[src/rtl/bomb_blast_map_writer.sv]
// Writable 16x8 tile map with a one-probe-per-cycle blast walker.
// Serves a registered renderer read port and reports cleared bricks.
module bomb_blast_map_writer #(
    parameter int MAP_COLS = 16,
    parameter int MAP_ROWS = 8,
    localparam int CW = $clog2(MAP_COLS),
    localparam int RW = $clog2(MAP_ROWS)
) (
    input  logic          clk,
    input  logic          resetN,
    input  logic          wr_req,
    input  logic [CW-1:0] wr_col,
    input  logic [RW-1:0] wr_row,
    input  logic [3:0]    wr_code,
    output logic          wr_ack,
    input  logic          blast_req,
    input  logic [CW-1:0] blast_col,
    input  logic [RW-1:0] blast_row,
    input  logic [1:0]    blast_radius,
    output logic          busy,
    output logic          blast_done,
    output logic          brick_hit,
    output logic [CW-1:0] hit_col,
    output logic [RW-1:0] hit_row,
    output logic [2:0]    hit_count,
    input  logic [CW-1:0] rd_col,
    input  logic [RW-1:0] rd_row,
    output logic [3:0]    rd_code
);

    typedef enum logic [2:0] {
        IDLE, CENTER, RIGHT, LEFT, DOWN, UP, DONE
    } state_t;

    localparam logic [CW:0] COL_LIM = (CW+1)'(MAP_COLS);
    localparam logic [RW:0] ROW_LIM = (RW+1)'(MAP_ROWS);

    state_t        state;
    logic [CW-1:0] bCol;
    logic [RW-1:0] bRow;
    logic [1:0]    rad;
    logic [1:0]    step;
    logic [3:0]    tileMap [MAP_ROWS][MAP_COLS];

    logic [CW:0]   sumCol;
    logic [RW:0]   sumRow;
    logic [CW-1:0] stepC;
    logic [RW-1:0] stepR;
    logic [CW-1:0] pCol;
    logic [RW-1:0] pRow;
    logic          oob;
    logic [3:0]    pCode;
    logic          isBrick;
    logic          stopDir;
    logic          lastStep;

    assign stepC  = CW'(step);
    assign stepR  = RW'(step);
    assign sumCol = {1'b0, bCol} + (CW+1)'(step);
    assign sumRow = {1'b0, bRow} + (RW+1)'(step);

    // Address of the tile probed this cycle, plus its bounds check.
    always_comb begin
        pCol = bCol;
        pRow = bRow;
        oob  = 1'b0;
        case (state)
            RIGHT: begin
                pCol = sumCol[CW-1:0];
                oob  = sumCol >= COL_LIM;
            end
            LEFT: begin
                pCol = bCol - stepC;
                oob  = stepC > bCol;
            end
            DOWN: begin
                pRow = sumRow[RW-1:0];
                oob  = sumRow >= ROW_LIM;
            end
            UP: begin
                pRow = bRow - stepR;
                oob  = stepR > bRow;
            end
            default: ;
        endcase
    end

    assign pCode    = tileMap[pRow][pCol];
    assign isBrick  = !oob && (pCode == 4'd2);
    assign stopDir  = oob || (pCode == 4'd1) || (pCode == 4'd2);
    assign lastStep = stopDir || (step == rad);

    function automatic state_t nextDir(input state_t s);
        case (s)
            RIGHT:   return LEFT;
            LEFT:    return DOWN;
            DOWN:    return UP;
            default: return DONE;
        endcase
    endfunction

    always_ff @(posedge clk) begin
        if (!resetN) begin
            for (int r = 0; r < MAP_ROWS; r++) begin
                for (int c = 0; c < MAP_COLS; c++) begin
                    tileMap[r][c] <= (r[0] && c[0]) ? 4'd1 : 4'd0;
                end
            end
            state      <= IDLE;
            bCol       <= '0;
            bRow       <= '0;
            rad        <= 2'd0;
            step       <= 2'd0;
            wr_ack     <= 1'b0;
            busy       <= 1'b0;
            blast_done <= 1'b0;
            brick_hit  <= 1'b0;
            hit_col    <= '0;
            hit_row    <= '0;
            hit_count  <= 3'd0;
            rd_code    <= 4'd0;
        end else begin
            wr_ack     <= 1'b0;
            brick_hit  <= 1'b0;
            blast_done <= 1'b0;
            rd_code    <= tileMap[rd_row][rd_col];
            case (state)
                IDLE: begin
                    if (blast_req) begin
                        bCol      <= blast_col;
                        bRow      <= blast_row;
                        rad       <= (blast_radius == 2'd0)
                                   ? 2'd1 : blast_radius;
                        step      <= 2'd1;
                        hit_count <= 3'd0;
                        busy      <= 1'b1;
                        state     <= CENTER;
                    end else if (wr_req && !wr_ack) begin
                        tileMap[wr_row][wr_col] <= wr_code;
                        wr_ack <= 1'b1;
                    end
                end
                CENTER, RIGHT, LEFT, DOWN, UP: begin
                    if (isBrick) begin
                        tileMap[pRow][pCol] <= 4'd0;
                        brick_hit <= 1'b1;
                        hit_col   <= pCol;
                        hit_row   <= pRow;
                        if (hit_count != 3'd4)
                            hit_count <= hit_count + 3'd1;
                    end
                    // The bomb tile never ends the walk early.
                    if (state == CENTER) begin
                        step  <= 2'd1;
                        state <= RIGHT;
                    end else if (lastStep) begin
                        step       <= 2'd1;
                        state      <= nextDir(state);
                        blast_done <= (state == UP);
                    end else begin
                        step <= step + 2'd1;
                    end
                end
                DONE: begin
                    busy  <= 1'b0;
                    state <= IDLE;
                end
                default: state <= IDLE;
            endcase
        end
    end

endmodule

[config.mk]
export PLATFORM = sky130hd
export DESIGN_NAME = bomb_blast_map_writer
export DESIGN_NICKNAME = d
export VERILOG_FILES = /design/src/rtl/bomb_blast_map_writer.sv
export SDC_FILE = /design/constraint.sdc
export NUM_CORES = 1
export LEC_CHECK = 0
export CORE_ASPECT_RATIO = 0.7
export CORE_MARGIN = 1.5
export CORE_UTILIZATION = 45
export DETAILED_ROUTE_END_ITERATION = 10
export PLACE_DENSITY = 0.64
export SYNTH_ARGS = -nofsm -noshare
export SYNTH_HDL_FRONTEND = slang
export SYNTH_SLANG_ARGS = --single-unit
[constraint.sdc]
create_clock -name clk -period 6.57 [get_ports clk]
set_input_delay 1.6425 -clock clk [delete_from_list [all_inputs] [get_ports clk]]
set_output_delay 1.6425 -clock clk [all_outputs]
set_load 0.01 [all_outputs]
==> results.toml, run 1 <==
[die]
rows = 78
die_area_um2 = 67680
start_util = 0.4570
core-area_um2 = 65090
die_y_um = 218.1
pin_count = 49
fp.dieW_um = 310.3

[power]
switching_share = 0.3493
ir_drop_uv = 249.4
seqPwrFrac = 0.393
power.switching_uw = 3660
power_density_nw_per_um2 = 314.4
combPwrFrac = 0.293
p_int_uw = 6817
p_clk_frac = 0.314
power.leakage_uw = 0.01069

[placement]
port_buffers = 48
gp_congestion = 1.014
dp_cells = 3313
place_ws_ps = 53.82
place_area_um2 = 31490
hpwl_um = 76220

[sta]
drv_slew = 0
clock_skew_ps = 36.17
hold_viol_final = 0
setup-violations-final = 0
fmax_mhz = 156.9
grt_setup_unrepaired = "no"
setup_slack_ps = 196.0
period_needed_ps = 6374
worst_slew_pin_slew_ps = 1270
slew_headroom = 0.1503
holdWs_ps = 478.9
fin_tns_setup_ps = 0
period_share = 0.9702

[critical_path]
worstSetupPathType = "register to register"
cp_data_arrival_time_ps = 6660
r2r-end = "tileMap[6][25]"
cp-start-kind = "register"
cp_max_fo = 40
reg2reg_slack_ps = 200
reg2reg_from = "step[1]"
cp-end-kind = "register"
reg2reg_depth = 17
crit_required_ps = 6850

[synthesis]
yosysTopAreaCell = "edfxtp_1"
netlist_instances = 2487
synth_nets = 2532
syn_area_um2 = 29750
ys.flop_type = "edfxtp_1"
avgSynthCellArea_um2 = 11.96
netlist-cell-type-count = 76
yosys.area.top_type_share = 0.5168
yosysWarnings = 0
synth_async_sr_flop_share = 0
synth_edf_count = 512
ys_seq_area_frac = 0.5384
ys_seq_elements = 544
ys_top_cells_by_area = "edfxtp_1, mux4_2, nor2_1"
synth_most_common_cell = "edfxtp_1"
yosys-top-cells-count = "edfxtp_1, nor2_1, nand2_1"

[clocking]
hold_buffers = 0
clk_latency_ps = 650
clock-sinks = 544
clockBufferDepth = 3
cts_buffers = 52
postCtsSetupBuffers = 0
cts_tree = "done"
htreeDepth = 2
cts_root_buffer = "clkbuf_16"
clkSlewWorstSetupHoldPaths_ps = 60

[layout]
design_area_um2 = 33330
final_nets = 2532
final_cell_count_no_fill = 3412
drive_above_1_share = 0.1961
syn_to_final_growth_pct = 12.03

[drt]
drcViolationCount = 0
dr.pass1.iters = 6
wl_um = 108700
drt-initial-drc-count = 4011
wl_per_cell_um = 31.85
vias = 23554
vias_per_cell = 6.903
postRouteAntennaNets = 0

[min_path]
min_to = "rad[1]"
min_path_type = "register to register"
worstHoldPathCells = 2
min_from = "rad[1]"

[global_route]
track_usage = 0.3201
grt_max_degree = 109
grt_pass1_wl_um = 155700
overflow = 0
antenna_found_initial = 5
grt_pass1_vias = 21990

[run]
maxCapViolCount = 0

[run_status]
run_status = "finished clean"
how the worst max path moves through the flow:
stage | from | end | cells after the start
floorplan | bRow[0] | tileMap[3][36] | 22
global placement | step[1] | tileMap[6][26] | 17
detailed placement | step[1] | tileMap[6][27] | 17
CTS | step[1] | tileMap[6][25] | 17
global route | step[1] | tileMap[0][42] | 17
finish | step[1] | tileMap[6][25] | 17
layout make-up:
class / instances / area [µm²]
Antenna cell: 3 / 7.507
Clock buffer: 68 / 1488
Clock inverter: 28 / 334.1
Fill cell: 5617 / 31770
Inverter: 40 / 150.1
Multi-Input combinational cell: 1690 / 12640
Sequential cell: 544 / 16020
Tap cell: 880 / 1101
Timing Repair Buffer: 159 / 1593
logic make-up (layout without fill, tap and decap cells):
family	after synthesis	after routing	synth area share
fa+ha+maj	14	14	0.006898
mux	282	282	0.1693
simple gates	1000	1000	0.1421
compound gates	387	387	0.1013
other cells	0	3	0
flops	544	544	0.5384
xor+xnor	7	7	0.002061
buf+inv	253	295	0.04000
per-stage QoR:
step / power (µW) / utilization
3_5_place_dp: 7074 / 0.4838
5_1_grt: 10660 / 0.5119
2_1_floorplan: 5775 / -
3_3_place_gp: 7040 / 0.4838
6_report: 10480 / 0.5120
4_1_cts: 10300 / 0.5118
flip-flops by register name (all words and copies together), names as in the netlist, 2 cells and up:
| signal | flops |
|---|---|
| hit_count | 3 |
| state | 3 |
| hit_col | 4 |
| step | 2 |
| rad | 2 |
| tileMap | 512 |
| hit_row | 3 |
| bRow | 3 |
| rd_code | 4 |
| bCol | 4 |
power by group through the flow:
stage	combinational, µW	clock, µW	sequential [µW]
6_report	3070	3290	4120
5_1_grt	3120	3420	4130
4_1_cts	2900	3290	4110
3_5_place_dp	2890	0	4180
3_3_place_gp	2870	0	4170
2_1_floorplan	1670	0	4100
per-layer routing:
| metal | share of wire | track usage | vias to the layer above |
|---|---|---|---|
| li1 | - | - | 9406 |
| met1 | 0.39 | 0.4637 | 11758 |
| met2 | 0.41 | 0.4392 | 2106 |
| met3 | 0.17 | 0.1243 | 282 |
| met4 | 0.035 | 0.1002 | 2 |
| met5 | 0.00015 | 0 | - |
cells in the final DEF (no fill, tap or decap), drive strengths merged, types with 6 or more instances in the layout:
master | netlist | layout
edfxtp | 512 | 512
nor2 | 509 | 509
nand2 | 243 | 243
a21oi | 175 | 175
mux4 | 172 | 172
buf | 133 | 119
mux2i | 98 | 98
nand3 | 78 | 78
clkbuf | 80 | 68
nor3 | 65 | 65
o311ai | 54 | 54
or3 | 53 | 53
inv | 40 | 44
clkdlybuf4s50 | 0 | 40
a211oi | 40 | 40
dfxtp | 32 | 32
o21ai | 20 | 20
clkinv | 0 | 16
o311a | 15 | 15
mux2 | 12 | 12
ha | 10 | 10
o32ai | 10 | 10
nor2b | 9 | 9
a311oi | 8 | 8
o211ai | 8 | 8
bufinv | 0 | 7
nor3b | 7 | 7
nand4 | 6 | 6
nand2b | 6 | 6
a31oi | 6 | 6
o22ai | 6 | 6
worst max-delay path, stage by stage, from the launching register on:
cell and delay, ps:
dfxtp_1 560, inv_1 230, fa_1 570, mux2_4 190, mux2_4 540, buf_4 370, mux2i_1 110, mux4_2 530
a2111oi_2 630, buf_4 220, a211oi_1 60, a211oi_2 310, nand4_1 230, buf_12 260, buf_4 200, mux2i_4 240
buf_12 210, a21oi_1 480
what timing repair did:
action | 4_1_cts | 5_1_grt
endpoints found under the setup margin | 0 | 533
gates resized for setup | 0 | 2
endpoints found under the hold margin | 0 | 0
Power figures use the tool's default switching activity.
==> run 2, diff against run 1 <==
--- a/config.mk
+++ b/config.mk
@@ -5,11 +5,13 @@
 export SDC_FILE = /design/constraint.sdc
 export NUM_CORES = 1
 export LEC_CHECK = 0
+export ABC_CLOCK_PERIOD_IN_PS = 6570
 export CORE_ASPECT_RATIO = 0.7
 export CORE_MARGIN = 1.5
 export CORE_UTILIZATION = 45
 export DETAILED_ROUTE_END_ITERATION = 10
 export PLACE_DENSITY = 0.64
+export SLEW_MARGIN = 20
 export SYNTH_ARGS = -nofsm -noshare
 export SYNTH_HDL_FRONTEND = slang
 export SYNTH_SLANG_ARGS = --single-unit
==> results.toml, run 2 (synthesis results as in run 1) <==
[critical_path]
crit_family = "multiplexers"
reg2reg_from = "step[1]"
cp_cell_sequence = "inv_1 > fa_1 > mux2_4 > mux2_4 > buf_4 > mux2i_1 > mux4_2 > a2111oi_2 > buf_4 > a211oi_1 > a211oi_2 > nand4_1 > buf_12 > buf_4 > mux2i_4 > buf_12 > a21oi_1"
cp-start-kind = "register"
cp-end-kind = "register"
cp_data_arrival_time_ps = 6600
reg2reg_depth = 17
path_buf_inv = 6
worstSetupPathType = "register to register"
reg2reg_slack_ps = 210
slowest_delay_ps = 610
path_common_cell = "buf_4"
crit_required_ps = 6810
slowest_stage = "a2111oi_2"
cp_max_fo = 40
setup.worst_path.start = "step[1]"
r2r-end = "tileMap[6][25]"

[layout]
final_cell_count_no_fill = 3409
fillers = 5662
syn_to_final_growth_pct = 11.46
layout_common_cells = "edfxtp_1, nor2_1, nand2_1"
largest_register_ffs = 512
final_nets = 2533
final_common_cell = "edfxtp_1"
drive_above_1_share = 0.1926
top_register = "tileMap"
n_antenna_cell = 0

[clocking]
clk_latency_ps = 640
clock-sinks = 544
clockBufferDepth = 3
clkSlewWorstSetupHoldPaths_ps = 70
cts_tree = "done"
postCtsSetupBuffers = 0
cts_buffers = 52
cts_root_buffer = "clkbuf_16"
htreeDepth = 2

[power]
switching_share = 0.3543
combPwrFrac = 0.300
p_clk_frac = 0.296
p_int_uw = 6589
power_density_nw_per_um2 = 307.8
power.switching_uw = 3616
ir_drop_uv = 171.1
seqPwrFrac = 0.403
power.leakage_uw = 0.01059

[sta]
slew_headroom = 0.3130
fin_tns_setup_ps = 0
fmax_mhz = 157.2
period_share = 0.9681
holdWs_ps = 478.7
worst_slew_pin_slew_ps = 1023
drv_slew = 0
hold_viol_final = 0
period_needed_ps = 6360
setup-violations-final = 0
grt_setup_unrepaired = "no"
clock_skew_ps = 49.81

[placement]
dp_cells = 3314
port_buffers = 48
hpwl_um = 76300
gp_congestion = 1.014

[die]
start_util = 0.4570
core-area_um2 = 65090
die_area_um2 = 67680
pin_count = 49
die_y_um = 218.1
fp.dieW_um = 310.3
rows = 78

[drt]
dr.pass1.iters = 6
wl_per_cell_um = 31.73
drcViolationCount = 0
wl_um = 108200
drt-initial-drc-count = 4302
vias_per_cell = 6.903
postRouteAntennaNets = 0
vias = 23532

[global_route]
overflow = 0
grt_max_degree = 109
grt_pass1_vias = 21790
track_usage = 0.3185
grt_pass1_wl_um = 155400
antenna_found_initial = 3

[min_path]
min_path_type = "register to register"
worstHoldPathCells = 2
min_to = "rad[1]"
min_from = "rad[1]"

[run_status]
run_status = "finished clean"

[run]
maxCapViolCount = 0
==> run 2: cell count changes in the layout (fill, tap and decap cells not counted), sizes merged <==
cell	change
buf	+1
bufinv	-4
clkbuf	+8
clkinv	-3
clkinvlp	+1
diode	-3
inv	-3
==> run 2: how the worst max path moves through the flow <==
stage                                end  cells past startpoint  slack, ps
final                     tileMap[6][25]                     17        210
after floorplan           tileMap[3][36]                     22       1540
after global routing      tileMap[6][24]                     17         20
after global placement    tileMap[6][26]                     17        140
after detailed placement  tileMap[6][27]                     17         50
after CTS                 tileMap[6][24]                     17         20
==> run 2: final cells by class <==
cell class              instances  area (µm²)  area share
clock buffers                  76        1451     0.04377
inverters                      40       150.1    0.004528
well taps                     880        1101     0.03321
multi-input cells            1690       12650      0.3814
flip-flops and latches        544       16020      0.4830
repair buffers                160        1613     0.04864
clock inverters                19       181.4    0.005471
==> run 2: layer usage <==
layer / vias up / track usage / part of all wire
met4: 2 / 0.09480 / 0.032
met3: 279 / 0.1271 / 0.17
li1: 9400 / - / -
met2: 2068 / 0.4376 / 0.41
met5: - / 0 / 0.00012
met1: 11783 / 0.4603 / 0.39
==> run 2: power by group through the flow <==
| stage | Sequential, µW | Combinational (µW) | Clock [µW] |
|---|---|---|---|
| after detailed placement | 4180 | 2890 | 0 |
| after CTS | 4110 | 2900 | 3030 |
| after global routing | 4130 | 3110 | 3140 |
| after global placement | 4170 | 2870 | 0 |
| after floorplan | 4100 | 1670 | 0 |
| final | 4120 | 3060 | 3020 |
==> run 2: tightest hold or removal path: cells and delay by family (launching register included) <==
kind               cells  cell delay [ps]
and+or+nand+nor        1               60
DFF                    1              330
AOI/OAI and AO/OA      1               50
==> run 2: through the flow <==
| step | util | power [µW] | area, µm² | worst slack (ps) |
|---|---|---|---|---|
| after floorplan | - | 5775 | 29750 | 1535 |
| after global placement | 0.4838 | 7040 | 31490 | 136.4 |
| after detailed placement | 0.4841 | 7069 | 31510 | 49.72 |
| after CTS | 0.5092 | 10040 | 33140 | 17.59 |
| after global routing | 0.5094 | 10390 | 33160 | 16.85 |
| final | 0.5094 | 10210 | 33160 | 209.8 |
==> run 2: repair_timing <==
item,4_1_cts,5_1_grt
hold buffers,0,0
gates resized for setup,0,2
endpoints found under the setup margin,0,505
==> edit (config.mk and constraints of run 2) <==
Register the output `hit_count` once more; this adds one clock of latency there. The other outputs are not delayed to match.
--- a/src/rtl/bomb_blast_map_writer.sv
+++ b/src/rtl/bomb_blast_map_writer.sv
@@ -35,4 +35,6 @@
     localparam logic [CW:0] COL_LIM = (CW+1)'(MAP_COLS);
     localparam logic [RW:0] ROW_LIM = (RW+1)'(MAP_ROWS);
+
+    logic [2:0] hit_count_s0;
 
     state_t        state;
@@ -118,5 +120,5 @@
             hit_col    <= '0;
             hit_row    <= '0;
-            hit_count  <= 3'd0;
+            hit_count_s0 <= 3'd0;
             rd_code    <= 4'd0;
         end else begin
@@ -133,5 +135,5 @@
                                    ? 2'd1 : blast_radius;
                         step      <= 2'd1;
-                        hit_count <= 3'd0;
+                        hit_count_s0 <= 3'd0;
                         busy      <= 1'b1;
                         state     <= CENTER;
@@ -147,6 +149,6 @@
                         hit_col   <= pCol;
                         hit_row   <= pRow;
-                        if (hit_count != 3'd4)
-                            hit_count <= hit_count + 3'd1;
+                        if (hit_count_s0 != 3'd4)
+                            hit_count_s0 <= hit_count_s0 + 3'd1;
                     end
                     // The bomb tile never ends the walk early.
@@ -171,4 +173,8 @@
     end
 
+    always_ff @(posedge clk) begin
+        hit_count <= hit_count_s0;
+    end
+
 endmodule
 
Check against the original RTL: not settled (the Yosys comparison gave no result); the edit may change what the design does.
==> edit against run 2 <==
Cell count is 2.8% lower. Sequential cell count increased by 3. Synthesized area shrank 1.6%. Setup slack worse by 110 ps. Sequential power increased by 2%. Design area fell by 0.89%. Power down 1.0%. Routed wire length increased by 9.7%. Critical endpoint is now tileMap[7][27]. Largest power group unchanged.
==> edit: results (changes against run 2) <==
| Stage | Metric | This run | Delta |
|:---|:---|:---|:---|
| run status | Outcome | completed |  |
| synthesis | Largest cells by area after synthesis | sky130_fd_sc_hd__edfxtp_1 (53%), sky130_fd_sc_hd__mux4_2 (14%), sky130_fd_sc_hd__nor2_1 (9.0%) |  |
| synthesis | Share of synthesized area occupied by flip-flops and latches | 54.93% | +1.1 points |
| synthesis | Total number of yosys warnings | 0 | unchanged |
| critical path | Worst Path Max Fanout | 25 | -38% |
| power and ir drop | Leakage power summed over all cells | 10.52 nW | -0.64% |
| finish | Flip-flop count of the largest register after layout | 512 | unchanged |
| placed design | Cell total after placement | 3206 | -3.3% |
| global route | Pin count of the biggest net entering global routing | 65 | -40% |
| sta | Slew @ Worst Pin | 1219 ps | +195.8 ps |
| finish | Register with the highest flop count | tileMap |  |
| routing | Post-detailed-route wirelength per cell | 35.79 um | +13% |
| finish | Count of non-filler cells in the finished layout | 3315 | -2.8% |
| global route | First-pass GRT wire length | 163600 um | +5.3% |
| global route | All-Layer GR Usage | 35.23% | +3.4 points |
| placed design | Worst-case setup slack after placement | 179.4 ps | +129.7 ps |
| synthesis | Distinct cell type count after synthesis | 68 | -11% |
| sta | Clock Skew | 34.83 ps | -14.99 ps |
| placed design | Dpl hpwl | 79890 um | +4.7% |
| routing | Number of iterations in the first detailed-routing pass | 7 | +1 |
| clock network | Maximum buffer depth of the clock tree | 3 | unchanged |
| finish | Filler cell count in the final layout | 5392 | -4.8% |
| synthesis | Average cell area after synthesis | 12.23 um2 | +2.2% |
| routing | Metal-1 WL | 44260 um | +6.3% |
| critical path | Crit path DAT | 6720 ps | +120 ps |
| synthesis | Post-Syn Nets | 2438 | -3.7% |
| power and ir drop | Worst IR drop on VDD | 0.0001917 V | +12% |
| placed design | Instance area at placement | 30940 um2 | -1.8% |
| routing | Wire length on met2 | 47920 um | +7.9% |
| routing | Via-to-Cell Ratio | 7.081 | +2.6% |
| placed design | GPL Wtd Cong | 1.030 | +1.6% |
| power and ir drop | Net switching share of the total power | 33.13% | -2.3 points |
| routing | Routed length on met3 | 21060 um | +13% |
| routing | Highest layer used for signal routing | met5 |  |
| clock network | Number of buffers created by CTS | 54 | +3.8% |
| placed design | # port buffers | 48 | unchanged |
| global route | Vias in the first global route | 21570 | -0.99% |
| routing | Detailed router's first-iteration violation count | 4703 | +9.3% |
| sta | Accumulated negative setup slack | 0 ps | unchanged |
| clock network | Clk pin slew, worst setup/hold paths | 70 ps | about the same |
| finish | Ratio of cells with drive above 1 in the final layout | 17.97% | -1.3 points |
| global route | Number of antenna violations at the first check in global routing | 8 | +5 |
| synthesis | Commonest cells in the synthesized netlist | sky130_fd_sc_hd__nor2_1 (701), sky130_fd_sc_hd__edfxtp_1 (512), sky130_fd_sc_hd__mux4_2 (176) |  |
edit: cell count changes after synthesis, sizes merged, moves of 31 or more:
cell           run 2  this run
nand2            243       111
nand3             78        12
mux2i             98       158
buf              133        86
clkbuf            80       130
a21oi            175        32
nor2             509       701
a22oi              3        34
or3               53        16
edit: power groups by stage:
stage	clock network, W	logic [W]	registers [W]
floorplan	0	0.00146	0.00417
global placement	0	0.00240	0.00425
detailed placement	0	0.00242	0.00426
CTS	0.00331	0.00243	0.00419
global route	0.00344	0.00260	0.00421
finish	0.00333	0.00257	0.00420
edit: critical path: stages, from the launching register on:
cell	delay [ps]
sky130_fd_sc_hd__dfxtp_1	780
sky130_fd_sc_hd__nor2b_4	250
sky130_fd_sc_hd__o21ai_4	900
sky130_fd_sc_hd__buf_4	540
sky130_fd_sc_hd__mux2i_1	290
sky130_fd_sc_hd__mux2i_1	220
sky130_fd_sc_hd__o22ai_1	110
sky130_fd_sc_hd__nor4_1	800
sky130_fd_sc_hd__nor4_1	190
sky130_fd_sc_hd__or4b_4	780
sky130_fd_sc_hd__buf_4	240
sky130_fd_sc_hd__nor3_1	140
sky130_fd_sc_hd__nor3_1	70
sky130_fd_sc_hd__buf_4	220
sky130_fd_sc_hd__nor2_1	500
edit: path summary, 6_finish.rpt:
path | startpoint | end | slack [ps] | cells past startpoint
max reg2reg | state[1] | tileMap[7][27] | 100 | 14
min reg2reg | hit_count_s0[0] | hit_count[0] | 380 | 0
max | state[1] | tileMap[7][27] | 100 | 14
min | hit_count_s0[0] | hit_count[0] | 380 | 0
edit: kinds of logic (layout without fill, tap and decap cells):
kind of cell	after synthesis	after routing	share of synthesized area, %
and+or+nand+nor	962	962	13.51
DFF	547	547	54.93
muxes	346	346	19.41
AOI/OAI and AO/OA	288	288	7.850
buffers and inverters	229	279	3.386
adders and majority gates	14	14	0.7012
xor gates and xnor gates	7	7	0.2095
other	0	3	0
edit: layer usage:
layer / GRT usage, % / up-vias
met5: 0 / -
li1: - / 9041
met1: 50.07 / 11750
met4: 13.07 / 8
met3: 14.38 / 383
met2: 48.07 / 2292
edit: area by class of cell:
| type | count | area (um2) | share of cell area (%) |
|---|---|---|---|
| Tap cell | 869 | 1087 | 3.308 |
| Clock inverter | 40 | 454.2 | 1.382 |
| Timing Repair Buffer | 165 | 1451 | 4.416 |
| Multi-Input combinational cell | 1617 | 12360 | 37.61 |
| Sequential cell | 547 | 16080 | 48.92 |
| Inverter | 13 | 48.80 | 0.1485 |
| Clock buffer | 61 | 1378 | 4.192 |
| Antenna cell | 3 | 7.507 | 0.02284 |
edit: what timing repair did:
item                                    in CTS  in global routing
gates resized for setup                      0                  3
endpoints found under the setup margin       0                545
setup buffers                                0                  5
